[src/rtl/spi_master_rw.sv]
// spi_master_rw
//   Single-byte SPI register-access master (mode 0, MSB first). Each
//   transaction shifts one 16-bit frame {rw, addr[6:0], data[7:0]} to an
//   external slave. A read returns the slave's data byte on rdata.
//
// Ports
//   clk      in   system clock, rising edge
//   rst      in   synchronous active-high reset
//   freq     in   SCK half-period select, H = freq+1 clk cycles (latched at start)
//   start_w  in   write request, rising edge triggers
//   start_r  in   read request, rising edge triggers (wins over start_w)
//   addr     in   7-bit register address (latched at start)
//   wdata    in   write data byte (latched at start)
//   rdata    out  last read byte, held until the next read completes
//   done     out  one-cycle pulse at the end of every transaction
//   ss       out  slave select, active-low
//   sck      out  serial clock, idle low
//   mosi     out  serial data out
//   miso     in   serial data in
module spi_master_rw (
  input  logic       clk,
  input  logic       rst,
  input  logic [7:0] freq,
  input  logic       start_w,
  input  logic       start_r,
  input  logic [6:0] addr,
  input  logic [7:0] wdata,
  output logic [7:0] rdata,
  output logic       done,
  output logic       ss,
  output logic       sck,
  output logic       mosi,
  input  logic       miso
);

  typedef enum logic [2:0] {
    IDLE,
    SETUP,
    SCK_HIGH,
    SCK_LOW,
    HOLD
  } state_t;

  // Control state
  state_t      state_q, state_d;
  logic [7:0]  cnt_q, cnt_d;
  logic [4:0]  bits_q, bits_d;
  logic [7:0]  rdata_q, rdata_d;
  logic        done_q, done_d;
  logic        ss_q, ss_d;
  logic        sck_q, sck_d;
  logic        mosi_q, mosi_d;
  logic        sw_q, sr_q;

  // Per-transaction data (no reset needed; always loaded before use)
  logic [7:0]  h_q, h_d;
  logic [15:0] frame_q, frame_d;
  logic [7:0]  rx_q, rx_d;
  logic        rw_q, rw_d;

  logic        edge_w, edge_r, phase_end;
  logic [15:0] frame_new;

  // The edge registers follow the inputs in every state, so a held strobe
  // yields a single edge and edges seen while busy are simply dropped.
  assign edge_w    = start_w & ~sw_q;
  assign edge_r    = start_r & ~sr_q;
  assign phase_end = (cnt_q == h_q);
  assign frame_new = edge_r ? {1'b1, addr, 8'h00} : {1'b0, addr, wdata};

  always_comb begin
    state_d = state_q;
    cnt_d   = cnt_q;
    bits_d  = bits_q;
    rdata_d = rdata_q;
    done_d  = 1'b0;
    ss_d    = ss_q;
    sck_d   = sck_q;
    mosi_d  = mosi_q;
    h_d     = h_q;
    frame_d = frame_q;
    rx_d    = rx_q;
    rw_d    = rw_q;

    if (state_q != IDLE) begin
      cnt_d = phase_end ? 8'd0 : cnt_q + 8'd1;
    end

    case (state_q)
      IDLE: begin
        cnt_d = 8'd0;
        if (edge_w || edge_r) begin
          rw_d    = edge_r;
          h_d     = freq;
          ss_d    = 1'b0;
          mosi_d  = frame_new[15];
          // frame_q[15] always holds the next bit to present on mosi
          frame_d = {frame_new[14:0], 1'b0};
          bits_d  = 5'd0;
          state_d = SETUP;
        end
      end
      SETUP, SCK_LOW: begin
        if (phase_end) begin
          sck_d   = 1'b1;
          rx_d    = {rx_q[6:0], miso};
          bits_d  = bits_q + 5'd1;
          state_d = SCK_HIGH;
        end
      end
      SCK_HIGH: begin
        if (phase_end) begin
          sck_d = 1'b0;
          if (bits_q != 5'd16) begin
            mosi_d  = frame_q[15];
            frame_d = {frame_q[14:0], 1'b0};
            state_d = SCK_LOW;
          end else begin
            state_d = HOLD;
          end
        end
      end
      HOLD: begin
        if (phase_end) begin
          ss_d    = 1'b1;
          mosi_d  = 1'b0;
          done_d  = 1'b1;
          // rx_q holds exactly the samples of rising edges 9..16 here
          if (rw_q) rdata_d = rx_q;
          state_d = IDLE;
        end
      end
      default: state_d = IDLE;
    endcase
  end

  always_ff @(posedge clk) begin
    if (rst) begin
      state_q <= IDLE;
      cnt_q   <= 8'd0;
      bits_q  <= 5'd0;
      rdata_q <= 8'h00;
      done_q  <= 1'b0;
      ss_q    <= 1'b1;
      sck_q   <= 1'b0;
      mosi_q  <= 1'b0;
      sw_q    <= 1'b0;
      sr_q    <= 1'b0;
    end else begin
      state_q <= state_d;
      cnt_q   <= cnt_d;
      bits_q  <= bits_d;
      rdata_q <= rdata_d;
      done_q  <= done_d;
      ss_q    <= ss_d;
      sck_q   <= sck_d;
      mosi_q  <= mosi_d;
      sw_q    <= start_w;
      sr_q    <= start_r;
    end
  end

  always_ff @(posedge clk) begin
    h_q     <= h_d;
    frame_q <= frame_d;
    rx_q    <= rx_d;
    rw_q    <= rw_d;
  end

  assign rdata = rdata_q;
  assign done  = done_q;
  assign ss    = ss_q;
  assign sck   = sck_q;
  assign mosi  = mosi_q;

endmodule

[config.mk]
export PLATFORM = sky130hd
export DESIGN_NAME = spi_master_rw
export DESIGN_NICKNAME = d
export VERILOG_FILES = /design/src/rtl/spi_master_rw.sv
export SDC_FILE = /design/constraint.sdc
export NUM_CORES = 1
export LEC_CHECK = 0
export ABC_AREA = 1
export CAP_MARGIN = 20
export CORE_ASPECT_RATIO = 1.75
export CORE_UTILIZATION = 55
export CTS_CLUSTER_SIZE = 40
export DETAILED_ROUTE_END_ITERATION = 8
export HOLD_SLACK_MARGIN = 0.08
export PLACE_DENSITY = 0.91
export REMOVE_ABC_BUFFERS = 1
export SLEW_MARGIN = 20
export SYNTH_ARGS = -nofsm -noshare
export SYNTH_HDL_FRONTEND = slang
export SYNTH_SLANG_ARGS = --single-unit
export TNS_END_PERCENT = 20
[constraint.sdc]
create_clock -name clk -period 3.75 [get_ports clk]
set_clock_uncertainty 0.2 [all_clocks]
set_input_delay 0.5625 -clock clk [delete_from_list [all_inputs] [get_ports clk]]
set_output_delay 0.5625 -clock clk [all_outputs]
set_load 0.03 [all_outputs]
## After elaboration in Yosys (flattened, before gate mapping)

Index checks and enable logic that the tools add are counted.

| storage, ports and cells | value |
|---|---|
| latch bits | 0 |
| RAM bits | 0 |
| output and inout port bits | 12 |
| ROM bits | 0 |
| bits of input ports | 28 |
| word-level logic and storage cells | 77 |
| register bits after elaboration | 63 |
| memories | 0 |

| cells by class | value |
|---|---|
| $add $sub $neg | 2 |
| multiplexer cells | 25 |
| reduce and logical (&&, ||, !) cells | 20 |
| eq/ne operators | 11 |
| bitwise gates (word level) | 5 |
| div/mod/pow operators | 0 |
| shift operators | 0 |
| $lt $le $gt $ge | 0 |
| $mul | 0 |

Operator list:

| cell | number |
|---|---|
| 2-to-1 mux 16 bit | 4 |
| one-hot mux 16 bit (2 select lines) | 1 |
| 2-to-1 mux 3 bit | 5 |
| one-hot mux 3 bit (4 select lines) | 1 |
| AND reduction 3 bit | 4 |
| 2-to-1 mux 5 bit | 2 |
| inequality test 2 bit (second input constant) | 5 |
| one-hot mux 5 bit (2 select lines) | 1 |
| adder 8 x 1 -> 8 bit (second input constant) | 1 |
| equality test 8 bit | 1 |
| 2-to-1 mux 8 bit | 1 |
| AND reduction 4 bit | 2 |
| nonzero test 2 bit | 4 |
| 2-to-1 mux 1 bit | 7 |
| equality test 3 x 2 -> 1 bit (second input constant) | 2 |
| nonzero test 3 bit | 2 |
| OR reduction 2 bit | 3 |
| adder 5 x 1 -> 5 bit (second input constant) | 1 |
| inequality test 5 bit (second input constant) | 1 |
| AND reduction 5 bit | 1 |
| one-hot mux 1 bit (2 select lines) | 2 |
| AND reduction 2 bit | 2 |
| equality test 3 x 1 -> 1 bit (second input constant) | 1 |
| equality test 3 bit (second input constant) | 1 |
| other kinds (5) | 8 |

## Longest topological paths before layout

| logic depth | value |
|---|---|
| depth after elaboration | 5 |
| depth in mapped cells | 12 |
| mapped depth without buffers | 11 |

## Least setup slack after synthesis

No wires, ideal clock.

| timing | value |
|---|---|
| path kind | in2reg |
| start | input port start_r |
| end | register h_q[0], enable pin |
| arrival time | 1.637 ns |
| data required time | 3.161 ns |
| stages | 4 |
| path buffers | 0 |
| path slack | 1.524 ns |
| cells stage by stage | nand2_1 -> o21ai_0 -> nor2_2 -> nor3_1 |

| on the way | value |
|---|---|
| word-level cells in the longest chain between the ends | 3 |

Ends and longest elaborated chain:

| element | line | RTL |
|---|---|---|
| start: declaration | 25 | `input logic start_r,` |
| AND 1 bit | 67 | `assign edge_r = start_r & ~sr_q;` |
| logical OR 1 bit | 92 | `if (edge_w \|\| edge_r) begin` |
| AND reduction 2 bit (no source line) | - |  |
| end signal: assignment | 164 | `h_q <= h_d;` |
| end: declaration | 56 | `logic [7:0] h_q, h_d;` |

No other way between the ends.
A chain may end at the register's enable or synchronous reset.

## Worst setup path after layout

| timing | value |
|---|---|
| start | input port start_r |
| end | register frame_q[14], enable pin |

| on the way | value |
|---|---|
| word-level cells in the longest chain between the ends | 4 |

Ends and longest elaborated chain:

| element | line | RTL |
|---|---|---|
| AND 1 bit | 67 |  |
| logical OR 1 bit | 92 |  |
| inequality test 2 bit (no source line) | - |  |
| AND reduction 4 bit (no source line) | - |  |
| end signal: assignment | 165 | `frame_q <= frame_d;` |
| end: declaration | 57 | `logic [15:0] frame_q, frame_d;` |

No other way between the ends.

==> flow_summary.ini <==
[detailed_routing]
first_iter_violations = 64
drt_pass1_iterations = 4
post_drt_wl_per_cell_um = 12.6
drc_errors = 0
vias = 2107
ant_nets = 0
viasPerCell = 5.14
wirelength_um = 5190

[synth]
ys_warn_count = 0
yosys.area.top_type = edfxtp_1
ys_seq_elements = 62
syn_area_per_cell_um2 = 8.72
synth_edf_count = 32
synth_top_area_frac = 0.359
netlist_instances = 307
synth.distinct_cells = 25
synth_seq_area_share = 0.583
synthTopCellsByArea = edfxtp_1 (36%), dfxtp_1 (22%), nand2_1 (13%)
synthArstFlopShare = 0
syn-cell-area_um2 = 2680
ys.flop_type = edfxtp_1

[floorplan]
die-height_um = 94.3
die-width_um = 54.7
num_io_pins = 40
num_rows = 33
core_area_um2 = 4670
start_util = 0.574
dieArea_um2 = 5160

[placed_design]
io_buffers = 39
post_dp_cell_area_um2 = 3110
gp_congestion = 0.803
dp_hpwl_um = 3710

[clock_network]
cts_max_level = 3
cts_resized = 0
cts.sinks = 62
postCtsSetupBuffers = 0
ctsRootBufferMaster = clkbuf_8
cts_hold_buf = 0
cts_tree = built
cts_made_buffers = 9
clkSlewWorstSetupHoldPaths_ns = 0.06
cts_buffer_depth = 2
clkLatencyLatePin_ns = 0.34

[sta]
drv_slew = 0
fin_crit_sh = 0.666
setup_viol = 0
fmax_ghz = 0.400
period_minus_slack_ns = 2.50
max_slew_margin = 0.417
tightest_slew_ns = 0.871
hold_viol = 0
final.setup.tns_ns = 0
rsz0062_at_grt = no

[grt]
gr-usage-all-layers = 0.239
first_global_vias = 2025
antenna_found_initial = 0
grt_max_degree = 19
grt_pass1_wl_um = 8560
grt-ovfl-total = 0

[final_layout]
n_antenna_cell = 0
stdcell_area_um2 = 3270
syn2layout_area_growth_pct = 22.1
nNetsFinal = 384
fill_cells = 360
drive_gt1_frac = 0.0754

[power]
powerDensity_nw_per_um2 = 624
leakage_nw = 1.42
combPwrFrac = 0.265
power_frac_seq = 0.493
switching_share = 0.332
switchingPower_w = 0.000678
p_int_w = 0.00136
clkPwrFrac = 0.242
vdd_ir_drop_max_mv = 0.591

[setup_path]
cp-start-kind = input pin
cp.arrival_ns = 2.27
path_class = input pin to flop
crit_required_ns = 3.52
cp-end-kind = flop
path_max_fanout = 15

[run_status]
status = finished, final reports clean

[job]
maxCapViolations = 0

[min_path]
holdCritPathClass = flop to flop
## critical path, stage by stage
cell and delay [ns]:
clkdlybuf4s50_1 0.48, nand2_1 0.21, o21ai_0 0.17, nor2_2 0.08, a21oi_2 0.20, o21ai_1 0.12
inv_1 0.43
## cell type report
| class | instances | area, um2 | share of cell area |
|---|---|---|---|
| Clock buffer | 14 | 153 | 0.0467 |
| Sequential cell | 62 | 1560 | 0.478 |
| Multi-Input combinational cell | 198 | 925 | 0.283 |
| Tap cell | 52 | 65.1 | 0.0199 |
| Inverter | 42 | 158 | 0.0482 |
| Clock inverter | 2 | 10.0 | 0.00306 |
| Timing Repair Buffer | 40 | 398 | 0.122 |
## final timing paths
kind	startpoint	to	slack, ns	cells past startpoint
worst min register to register	rx_q[0]	rx_q[1]	0.25	0
worst min-delay path	rx_q[0]	rx_q[1]	0.25	0
worst max register to register	state_q[2]	frame_q[14]	1.36	6
worst max-delay path	start_r	frame_q[14]	1.25	7
## Yosys cell counts, types with 4 or more instances
library cell,instances
nand2_1,93
inv_1,40
nor2_1,40
edfxtp_1,32
dfxtp_1,30
nand3_1,14
a21oi_1,11
nand4_1,5
o21ai_0,5
xnor2_1,5
nor2_2,4
nor3_1,4
## state kept, by name, summed over array words and instances, names as in the netlist, 3 cells and up
register  cells
state_q       3
bits_q        5
rdata         8
rx_q          8
cnt_q         8
h_q           8
frame_q      15
## power groups by stage
stage / logic (W) / clock network (W) / registers (W)
5_1_grt: 0.000612 / 0.000534 / 0.00102
3_5_place_dp: 0.000535 / 0 / 0.00102
4_1_cts: 0.000542 / 0.000503 / 0.00101
3_3_place_gp: 0.000508 / 0 / 0.00101
2_1_floorplan: 0.000361 / 0 / 0.00102
6_report: 0.000542 / 0.000494 / 0.00101
## per-layer routing
| metal | wire length (um) | global-route usage |
|---|---|---|
| met5 | 0 | 0 |
| met4 | 214 | 0.160 |
| met3 | 187 | 0.0728 |
| met2 | 2730 | 0.376 |
| met1 | 2050 | 0.264 |
## placed cells by master (no fill, tap or decap), types with 2 or more instances in the layout
| cell type | netlist | final |
|---|---|---|
| a21oi_1 | 11 | 11 |
| xor2_1 | 3 | 3 |
| nand3_1 | 14 | 14 |
| clkdlybuf4s50_1 | 0 | 39 |
| nor2_2 | 4 | 4 |
| edfxtp_1 | 32 | 32 |
| inv_2 | 2 | 2 |
| xnor2_1 | 5 | 5 |
| ha_1 | 3 | 3 |
| clkinv_2 | 0 | 2 |
| clkbuf_8 | 0 | 10 |
| dfxtp_1 | 30 | 30 |
| nand2_1 | 93 | 93 |
| nor3_1 | 4 | 4 |
| nor2_1 | 40 | 40 |
| clkbuf_1 | 2 | 4 |
| o211ai_1 | 2 | 2 |
| inv_1 | 40 | 40 |
| nand4_1 | 5 | 5 |
| nand2_2 | 3 | 3 |
| o21ai_0 | 5 | 5 |
| nand2_4 | 2 | 2 |
## per-stage QoR
| step | power [W] | setup WS (ns) | hold slack [ns] | util | std cells |
|---|---|---|---|---|---|
| after floorplan | 0.00138 | 1.52 | 0.227 | - | 302 |
| after global placement | 0.00152 | 0.971 | 0.231 | 0.666 | 394 |
| after detailed placement | 0.00155 | 0.897 | 0.235 | 0.666 | 394 |
| after CTS | 0.00205 | 1.26 | 0.250 | 0.701 | 410 |
| after global routing | 0.00217 | 1.04 | 0.274 | 0.701 | 410 |
| final | 0.00204 | 1.25 | 0.251 | 0.701 | 410 |
## kinds of logic after synthesis
| group | synth area share |
|---|---|
| AOI/OAI and AO/OA | 0.0406 |
| xor gates and xnor gates | 0.0262 |
| adders and majority gates | 0.0140 |
| buffers and inverters | 0.0715 |
| DFF | 0.583 |
| and+or+nand+nor | 0.264 |
Power figures use the tool's default switching activity.
